===== src/rtl/dds_sweep_ctrl.sv =====
// Frequency-sweep sequencer for a DDS: ramps the frequency word from f_start to f_stop
// in dwell-timed steps. Define DDS_SWEEP_TRI_EN to add a return leg (triangle sweep).
module dds_sweep_ctrl #(
  parameter int PW = 32,
  parameter int CW = 16
) (
  input  logic                 clk,
  input  logic                 rst,
  input  logic                 start,
  input  logic                 abort,
  input  logic signed [PW-1:0] f_start,
  input  logic signed [PW-1:0] f_stop,
  input  logic        [PW-1:0] f_step,
  input  logic        [CW-1:0] dwell,
  input  logic signed [PW-1:0] phase_in,
  output logic signed [PW-1:0] freq,
  output logic signed [PW-1:0] phase,
  output logic                 dds_en,
  output logic                 busy,
  output logic                 done
);

  typedef enum logic [1:0] {
    IDLE = 2'd0,
    UP   = 2'd1,
    DOWN = 2'd2,
    FIN  = 2'd3
  } state_t;

  state_t state, state_nxt;

  logic signed [PW-1:0] cfg_start;
  logic signed [PW-1:0] cfg_stop;
  logic        [PW-1:0] cfg_step;
  logic        [CW-1:0] cfg_dwell;
  logic                 cfg_inc;
  logic        [CW-1:0] cnt;

  logic signed [PW-1:0] tgt;
  logic                 inc;
  logic        [CW-1:0] last;
  logic                 expire;
  logic                 degenerate;
  logic                 leg_end;
  logic                 load;
  logic                 turn;
  logic                 sweeping;

  // Step toward tgt with headroom above PW bits, then clamp so the ramp never passes tgt.
  function automatic logic signed [PW-1:0] step_clamp(
    input logic signed [PW-1:0] cur,
    input logic        [PW-1:0] stp,
    input logic signed [PW-1:0] lim,
    input logic                 up
  );
    logic signed [PW+1:0] c, s, t, n;
    c = {{2{cur[PW-1]}}, cur};
    s = {2'b00, stp};
    t = {{2{lim[PW-1]}}, lim};
    n = up ? (c + s) : (c - s);
    if (up ? (n > t) : (n < t))
      return lim;
    else
      return n[PW-1:0];
  endfunction

  always_comb begin
`ifdef DDS_SWEEP_TRI_EN
    tgt = (state == DOWN) ? cfg_start : cfg_stop;
    inc = (state == DOWN) ? !cfg_inc : cfg_inc;
`else
    tgt = cfg_stop;
    inc = cfg_inc;
`endif
    last       = (cfg_dwell == '0) ? '0 : (cfg_dwell - CW'(1));
    expire     = (cnt == last);
    degenerate = (cfg_step == '0) || (cfg_start == cfg_stop);
    leg_end    = expire && ((freq == tgt) || degenerate);
  end

  always_ff @(posedge clk) begin
    if (rst)
      state <= IDLE;
    else
      state <= state_nxt;
  end

  always_comb begin
    state_nxt = state;
    load      = 1'b0;
    turn      = 1'b0;
    busy      = 1'b0;
    dds_en    = 1'b0;
    done      = 1'b0;
    case (state)
      IDLE: begin
        if (start && !abort) begin
          state_nxt = UP;
          load      = 1'b1;
        end
      end
      UP: begin
        busy   = 1'b1;
        dds_en = 1'b1;
        if (abort) begin
          state_nxt = IDLE;
        end else if (leg_end) begin
`ifdef DDS_SWEEP_TRI_EN
          if (!degenerate) begin
            state_nxt = DOWN;
            turn      = 1'b1;
          end else begin
            state_nxt = FIN;
          end
`else
          state_nxt = FIN;
`endif
        end
      end
`ifdef DDS_SWEEP_TRI_EN
      DOWN: begin
        busy   = 1'b1;
        dds_en = 1'b1;
        if (abort)
          state_nxt = IDLE;
        else if (leg_end)
          state_nxt = FIN;
      end
`endif
      FIN: begin
        busy      = 1'b1;
        done      = 1'b1;
        state_nxt = IDLE;
      end
      default: state_nxt = IDLE;
    endcase
  end

  assign sweeping = (state == UP) || (state == DOWN);

  // Datapath: configuration latch, dwell counter and frequency ramp.
  always_ff @(posedge clk) begin
    if (rst) begin
      cfg_start <= '0;
      cfg_stop  <= '0;
      cfg_step  <= '0;
      cfg_dwell <= '0;
      cfg_inc   <= 1'b0;
      cnt       <= '0;
      freq      <= '0;
      phase     <= '0;
    end else if (load) begin
      cfg_start <= f_start;
      cfg_stop  <= f_stop;
      cfg_step  <= f_step;
      cfg_dwell <= dwell;
      cfg_inc   <= (f_stop >= f_start);
      cnt       <= '0;
      freq      <= f_start;
      phase     <= phase_in;
    end else if (sweeping && !abort) begin
      if (expire) begin
        cnt <= '0;
        if (turn)
          freq <= step_clamp(freq, cfg_step, cfg_start, !cfg_inc);
        else if (!leg_end)
          freq <= step_clamp(freq, cfg_step, tgt, inc);
      end else begin
        cnt <= cnt + CW'(1);
      end
    end
  end

endmodule


===== config.mk =====
export PLATFORM = sky130hd
export DESIGN_NAME = dds_sweep_ctrl
export DESIGN_NICKNAME = d
export VERILOG_FILES = /design/src/rtl/dds_sweep_ctrl.sv
export SDC_FILE = /design/constraint.sdc
export NUM_CORES = 1
export LEC_CHECK = 0
export CORE_ASPECT_RATIO = 0.6
export CORE_MARGIN = 3
export CORE_UTILIZATION = 30
export DETAILED_ROUTE_END_ITERATION = 8
export DONT_BUFFER_PORTS = 1
export PLACE_DENSITY = 0.4
export REMOVE_ABC_BUFFERS = 1
export SLEW_MARGIN = 15
export SYNTH_ARGS = -nofsm -noshare
export SYNTH_HDL_FRONTEND = slang
export SYNTH_SLANG_ARGS = --single-unit

===== constraint.sdc =====
create_clock -name clk -period 17.2 [get_ports clk]
set_clock_uncertainty 0.2 [all_clocks]
set_input_delay 1.72 -clock clk [delete_from_list [all_inputs] [get_ports clk]]
set_output_delay 1.72 -clock clk [all_outputs]
set_load 0.02 [all_outputs]

* Yosys cells after proc, flatten, opt, wreduce, memory -nomap -nowiden *
Index checks and enable logic that the tools add are counted.

storage, ports and cells
  input port bits = 148
  word-level logic and storage cells = 59
  register bits = 195

operators by class
  equality and inequality tests = 9
  magnitude comparators = 3
  add/sub/neg operators = 4
  reductions and logical operators = 16
  multiplexer cells = 18

operator list
  kind                     number
  $mux W32                 5
  $eq A32 B32 Y1           2
  $add A32 B33 Y34         1
  $gt A34 B32 Y1           1
  $lt A34 B32 Y1           1
  $mux W34                 1
  $sub A32 B33 Y34         1
  $ge A32 B32 Y1           1
  $logic_not A32 Y1        1
  $mux W16                 2
  $add A16 B1 Y16 const B  1
  $eq A16 B16 Y1           1
  $logic_not A16 Y1        1
  $sub A16 B1 Y16 const B  1
  $mux W1                  6
  $mux W2                  3
  $eq A2 B2 Y1 const B     2
  $pmux W2 S2              1
  $reduce_bool A2 Y1       2
  $reduce_or A2 Y1         2
  $logic_and A1 B1 Y1      3
  $logic_or A1 B1 Y1       3
  $ne A3 B3 Y1 const B     1
  $reduce_and A3 Y1        1
  other kinds (6)          6

* Logic depth before layout (Yosys ltp) *
Gate-level depths: netlist (run 1).

  word-level depth = 9
  mapped depth = 31
  depth with buffers taken out = 27

* Least setup slack after synthesis (run 1) *
Ideal clock, no wire load.

  path type = register -> register
  start point = register cfg_step[8]
  end point = register freq[0]
  period minus slack after synthesis = 6.752 ns
  library setup time = 0.117 ns
  setup slack = 10.448 ns
  path buffers = 4
  data arrival time = 6.434 ns
  required time = 16.883 ns
  stages on the path, launching flop included = 31
  path through = dfxtp_1 or4_1 nor4_1 nand2_1 nor4_1 a21oi_1 xor2_1 ha_1 clkbuf_1 inv_1 nor3_1 nand3_1 o221ai_1 a41oi_1 o31ai_1 a21o_1 a21oi_1 xnor2_1 ha_1 nand4_1 nor3_1 a221oi_2 xnor2_1 o211ai_1 nor4bb_1 clkbuf_1 or2_1 clkbuf_1 clkbuf_1 o211ai_1 a32o_1

on the way
  cells in the longest elaborated chain, start to end = 9
  elaborated cells on any way between the ends = 17
  classes of those cells = add/sub (2); order compare (2); eq/ne (1); mux (7); reduce/logical (5)

RTL lines
  element                                               RTL line  RTL
  start: declaration                                    34        logic [PW-1:0] cfg_step;
  start signal: assignment                              155       cfg_step <= f_step;
  $sub A32 B33 Y34 or $add A32 B33 Y34 (tied branches)  60        n = up ? (c + s) : (c - s);
  $mux W34                                              60
  $lt A34 B32 Y1 or $gt A34 B32 Y1 (tied branches)      61        if (up ? (n > t) : (n < t))
  $mux W1                                               61
  $mux W32                                              61
  $mux W32                                              166       else if (!leg_end)
  $mux W32                                              162       if (expire) begin
  $mux W32                                              161       end else if (sweeping && !abort) begin
  $mux W32                                              152       end else if (load) begin
  end signal: assignment                                159       freq <= f_start;
  end signal: assignment                                165       freq <= step_clamp(freq, cfg_step, cfg_start, !cfg_inc);
  end signal: assignment                                167       freq <= step_clamp(freq, cfg_step, tgt, inc);
  end: declaration                                      16        output logic signed [PW-1:0] freq,

Several ways; a longest one is shown, not always the timed one. The select of a mux whose other input is x is not followed.
A chain may end at the register's enable or synchronous reset.

* Worst setup path in the final report (run 1) *
  start point = register cfg_step[2]
  end point = register freq[22]

Same word-level chain as after synthesis.

==> run metrics, run 1 <==
DRC violations left 0; number of global-route vias before repair 11300; Pleak 5.90 nW; hold_buf cts 0; status complete, no violations; die width 280 µm; Slew Limit Fails 0; Antenna Nets Post-Route 0; EDFF count, synth 0; Syn. warnings 0; CP Launch Type flop; CP required 17.36 ns; GP Congestion 0.877; Critical Path Sink Type flop; Power, Total 2.66 mW; clock sinks 195; WL/cell 22.7 µm; crit path kind flop to flop; Clk Latency, worst-skew pair 0.46 ns; final WL 51900 µm; initial antenna violation count 1; post-synthesis mux area share 1.01%; endpoints failing hold 0; gr usage total 21.4%; htree depth 4; worst slew pin tran 1.01 ns; CTS Buf Count 17; DRT iter0 DRCs 1005; crit path time final 8.09 ns; hpwl dp 40000 µm; Synth Area in XOR/XNOR 9.93%; Max clock buf depth 2; Power Internal 1.32 mW; setup_tns 0 ns; Util after Layout 33.1%; Vias/cell 5.40; sequential power share 23.7%; synthesis-to-finish area growth 7.52%; placed cells 2254; combinational power share 60.1%; RSZ-0062 raised after global routing false; Main synth FF type dfxtp_1; final cycle utilization of the critical path 47.0%; share of cells above drive strength 1 5.45%; Initial Util 30.8%; Simple-Gate Fraction of Synth Area 22.7%; Port Buf Inserts 0; CP max FO 25; syn_area_per_cell 7.70 µm²; # fillers 4755; Post-Synthesis Cells 1754; Post-synth top cells nand2_1 (367), a21oi_1 (208), dfxtp_1 (195), xor2_1 (111), ha_1 (108); nets@finish 1951; Worst-path clk slew 0.08 ns; CTS tree yes; most common cell in the synthesized netlist nand2_1; Max-Cap Viols 0; Via Count 12300; CTS resizes 0; Ant. Diodes 0; largest net degree at the start of global routing 191; core area 43800 µm²; Mapped Area 13500 µm²; largest cells by area after synthesis dfxtp_1 (29%), nand2_1 (10%), ha_1 (10%); I/O pins 215; site row count 59; sw frac 50.3%; largest area contributor in the netlist dfxtp_1; hold crit path type flop to flop; Sw Pwr 1.34 mW; grt total ovfl 0; Min Hold Slack 0.255 ns; die height 170 µm; die area 47700 µm²; post-CTS setup buffers 0; fmax 124 MHz; DR pass1 iterations 5; Slew HR 31.7%; PwrDens 183 nW/µm²; final setup fails 0; Yosys reg bits 195; largest family of logic cells by synthesized area simple AND/OR/NAND/NOR gates; worst IR drop on VDD 0.199 mV; distinct cell type count after synthesis 96; first-pass GRT wire length 75900 µm; Compound-Gate Fraction of Synth Area 21.1%; Synth async-reset ratio 0%; Synth Area in Adders 10.2%; Clk Tree Root Cell clkbuf_16; Non-Filler Instances 2286; CP Data Arrival Time 8.25 ns; post-synthesis sequential area ratio 28.9%; top-area cell type share of the netlist area 28.9%; clock power share 16.1%
[flip-flops by register name, indices dropped and copies added, names as in the netlist]
| register | flops |
|---|---|
| cfg_dwell | 16 |
| cfg_inc | 1 |
| cfg_start | 32 |
| cfg_step | 32 |
| cfg_stop | 32 |
| cnt | 16 |
| freq | 32 |
| phase | 32 |
| state | 2 |
[metal layers]
layer	global-route usage (%)	vias up	share of wire (%)
met1	35.0	5861	54
met4	3.22	0	0.81
met3	6.32	17	9.2
met5	0	-	0
met2	26.7	416	36
li1	-	6045	-
[cell families after synthesis]
kind of cell,Yosys count
flops,195
buf+inv,196
simple gates,652
fa+ha+maj,109
mux,13
xor+xnor,151
compound gates,438
[worst paths after layout]
path                            cells after the start          from  slack (ns)            to
worst min-delay path                                2  cfg_step[21]        0.25  cfg_step[21]
worst min register to register                      2  cfg_step[21]        0.25  cfg_step[21]
worst max register to register                     26   cfg_step[2]        9.11      freq[22]
worst max-delay path                               26   cfg_step[2]        9.11      freq[22]
[worst max-delay path: stages (launching register included)]
cell and delay [ns]:
dfxtp_1 0.35, nor2_1 0.23, nor4b_1 0.51, and3b_1 0.51
nand2_1 0.13, nor4_1 0.19, buf_4 0.19, a21oi_1 0.07
xor2_1 0.17, ha_1 0.42, inv_1 0.10, nor3_1 0.38
nand3_1 0.19, a211oi_1 0.54, nor2_1 0.13, o311ai_0 0.75
ha_1 0.37, nand2_1 0.08, nor3_1 0.07, a221oi_2 0.38
nor2b_1 0.17, nand4_1 0.10, nor4bb_4 0.21, buf_4 0.25
nor2_2 0.63, mux2_2 0.41, a311oi_1 0.24
[metrics by stage]
stage | area (µm²) | worst slack (ns)
floorplan | 13100 | 4.42
global placement | 13900 | 9.23
detailed placement | 13900 | 9.24
CTS | 14500 | 9.18
global route | 14500 | 8.35
finish | 14500 | 9.11
[power by group through the flow]
stage                     Clock [mW]  Sequential [mW]  Combinational [mW]
after floorplan                    0            0.601                1.08
after global placement             0            0.640                1.56
after detailed placement           0            0.641                1.55
after CTS                      0.445            0.630                1.56
after global routing           0.460            0.638                1.74
final                          0.428            0.630                1.60
[area by class of cell]
type	count	area (µm²)	area share, %
clock buffer	18	429	2.96
tap	579	724	4.99
multi-input combinational	1363	8790	60.5
clock inverter	14	164	1.13
timing repair buffer	14	118	0.810
inverter	103	387	2.66
sequential	195	3900	26.9
[placed cells by master, fill, tap and decap left out, types with 21 or more instances in the layout]
cell type,synthesis,layout
o21ai_0,36,36
a21o_1,21,21
xor2_1,111,111
nor2_1,75,75
nor4_1,41,41
a31oi_1,21,21
nand2_1,367,367
a21oi_1,208,208
nand4_1,24,24
ha_1,108,108
dfxtp_1,195,195
nor3_1,28,27
inv_1,103,103
nand3_1,25,25
xnor2_1,39,39
(Power assumes the default switching activity.)
==> inputs of run 2 (changes only) <==
--- a/config.mk
+++ b/config.mk
@@ -5,6 +5,7 @@
 export SDC_FILE = /design/constraint.sdc
 export NUM_CORES = 1
 export LEC_CHECK = 0
+export ABC_AREA = 1
 export CORE_ASPECT_RATIO = 0.6
 export CORE_MARGIN = 3
 export CORE_UTILIZATION = 30
==> constraint.sdc (replaced) <==
create_clock -name clk -period 7.8 [get_ports clk]
set_clock_uncertainty 0.2 [all_clocks]
set_input_delay 0.78 -clock clk [delete_from_list [all_inputs] [get_ports clk]]
set_output_delay 0.78 -clock clk [all_outputs]
set_load 0.02 [all_outputs]
==> run metrics, run 2 <==
status complete, no violations (unchanged); initial antenna violation count 0 (was 1); EDFF count, synth 0 (unchanged); area of the multi-input gates 8800 µm² (was 8790 µm²); Antenna Nets Post-Route 0 (unchanged); synthesis-to-finish area growth 8.02% (was 7.52%); PwrDens 248 nW/µm² (was 183 nW/µm²); I/O pins 215 (unchanged); global routing's busiest layer met1 (unchanged); worst slew pin tran 1.04 ns (was 1.01 ns); GR met3 Demand/Resource 4.93% (was 6.32%); Mapped Area 14200 µm² (was 13500 µm²); die height 175 µm (was 170 µm); crit path time final 6.95 ns (was 8.09 ns); Main synth FF type dfxtp_1 (unchanged); most common cell in the synthesized netlist nand2_1 (unchanged); largest area contributor in the netlist dfxtp_1 (unchanged); grt met2 use 26.6% (was 26.7%); first-pass GRT wire length 81900 µm (was 75900 µm); GP Congestion 0.884 (was 0.877); RSZ-0062 raised after global routing false (unchanged); die width 287 µm (was 280 µm); largest net degree at the start of global routing 77 (was 191); Synth async-reset ratio 0% (unchanged); Max clock buf depth 2 (unchanged); CP max FO 16 (was 25); gr usage total 21.4% (about the same); final setup fails 0 (unchanged); setup_tns 0 ns (unchanged); endpoints failing hold 0 (unchanged); CP required 7.96 ns (was 17.36 ns); CTS Buf Count 17 (unchanged); number of global-route vias before repair 13000 (was 11300); Critical Path Sink Type flop (unchanged); hold_buf cts 0 (unchanged); # fillers 5229 (was 4755); syn_area_per_cell 6.25 µm² (was 7.70 µm²); core area 46600 µm² (was 43800 µm²); grt total ovfl 0 (unchanged); Util after Layout 33.0% (was 33.1%); Via Count 14100 (was 12300); CP Launch Type flop (unchanged); worst IR drop on VDD 0.156 mV (was 0.199 mV); sequential cell area 3900 µm² (unchanged); htree depth 4 (unchanged); final WL 54500 µm (was 51900 µm); Final WS setup 0.851 ns (was 9.11 ns); Initial Util 30.6% (was 30.8%); most frequent CP cell nand2_1; nets@finish 2485 (was 1951); DRC violations left 0 (unchanged); CP max stage delay 0.42 ns (was 0.75 ns); DR pass1 iterations 5 (unchanged); final cycle utilization of the critical path 89.1% (was 47.0%); post-synthesis sequential area ratio 27.4% (was 28.9%); crit path kind flop to flop (unchanged); Worst-path clk slew 0.08 ns (about the same); worst slack, placed 0.970 ns (was 9.24 ns); share of cells above drive strength 1 2.81% (was 5.45%); Slew Limit Fails 0 (unchanged); Vias/cell 4.91 (was 5.40); Yosys reg bits 195 (unchanged); CTS resizes 0 (unchanged); Post-Synthesis Cells 2275 (was 1754); most frequent cells in the layout nand2_1 (635), inv_1 (314), nor2_1 (214) (was nand2_1 (367), a21oi_1 (208), dfxtp_1 (195)); Pleak 7.35 nW (was 5.90 nW); die area 50100 µm² (was 47700 µm²); Syn. warnings 0 (unchanged); most common cell after layout, fill and taps aside nand2_1 (unchanged); Ant. Diodes 0 (unchanged); fmax 144 MHz (was 124 MHz); WL/cell 19.0 µm (was 22.7 µm); largest cells by area after synthesis dfxtp_1 (27%), nand2_1 (17%), ha_1 (9.5%) (was dfxtp_1 (29%), nand2_1 (10%), ha_1 (10%)); site row count 61 (was 59); CTS tree yes (unchanged); Max-Cap Viols 0 (unchanged); distinct cell type count after synthesis 39 (was 96); M1 GR Usage 36.0% (was 35.0%); hold crit path type primary input to flop (was flop to flop); Post-synth top cells nand2_1 (637), inv_1 (316), nor2_1 (214), a21oi_1 (210), dfxtp_1 (195) (was nand2_1 (367), a21oi_1 (208), dfxtp_1 (195), xor2_1 (111), ha_1 (108)); clock sinks 195 (unchanged); CP Data Arrival Time 7.11 ns (was 8.25 ns); Clk Tree Root Cell clkbuf_16 (unchanged); top-area cell type share of the netlist area 27.4% (was 28.9%); slowest CP cell nor3_1 (was o311ai_0); DRT iter0 DRCs 1071 (was 1005); Port Buf Inserts 0 (unchanged); Slew HR 30.6% (was 31.7%); post-CTS setup buffers 0 (unchanged); Clk Latency, worst-skew pair 0.47 ns (was 0.46 ns); hpwl dp 42800 µm (was 40000 µm)
## run 2: cell types whose count changed after synthesis, sizes merged, moves of 25 or more
cell / before / now
inv: 103 / 318
o21ai: 43 / 105
nor2: 78 / 219
nand2: 368 / 641
nor4: 41 / 5
xnor2: 39 / 14
nand3: 26 / 147
xor2: 111 / 85
## run 2: area by class of cell
class	count	area share, %
clock buffer	20	3.04
clock inverter	12	0.725
inverter	318	7.79
multi-input combinational	1683	57.3
sequential	195	25.4
tap	630	5.13
timing repair buffer	13	0.635
## run 2: metrics by stage
stage	cell area, µm²	std cells	power (mW)	hold slack [ns]
2_1_floorplan	13900	2196	2.36	0.250
3_3_place_gp	14800	2839	2.88	0.262
3_5_place_dp	14800	2839	2.89	0.264
4_1_cts	15400	2871	3.83	0.143
5_1_grt	15400	2871	4.14	0.140
6_report	15400	2871	3.82	0.172
## run 2: final timing paths
check | start | cells past startpoint | end | slack (ns)
setup / recovery | cfg_step[0] | 42 | freq[20] | 0.85
hold / removal | rst | 1 | phase[14] | 0.17
setup reg to reg | cfg_step[0] | 42 | freq[20] | 0.85
hold reg to reg | cfg_start[13] | 2 | cfg_start[13] | 0.28
## run 2: cell families after synthesis
family | Yosys count | share of synthesized area, %
flip-flops | 195 | 27.4
buffers and inverters | 397 | 10.8
AND/OR/NAND/NOR | 1109 | 32.4
AO/OA/AOI/OAI | 366 | 13.6
adder cells (fa/ha/maj) | 109 | 9.64
XOR/XNOR | 99 | 6.10
## run 2: report_power, final
group / internal (mW) / switching (mW)
Clock: 0.447 / 0.469
Sequential: 1.06 / 0.0898
Combinational: 0.563 / 1.19
## run 2: per-layer routing
layer	wire length, µm	share of wire (%)
met5	0	0
met4	496	0.91
met3	3740	6.9
met2	19300	35
met1	31000	57
## run 2: critical path, delay by kind of cell, from the launching register on
family | cells | cell delay, ns
adders and majority gates | 3 | 0.84
DFF | 1 | 0.34
AOI/OAI and AO/OA | 2 | 0.46
xor gates and xnor gates | 3 | 0.38
buffers and inverters | 6 | 0.97
and+or+nand+nor | 28 | 3.61
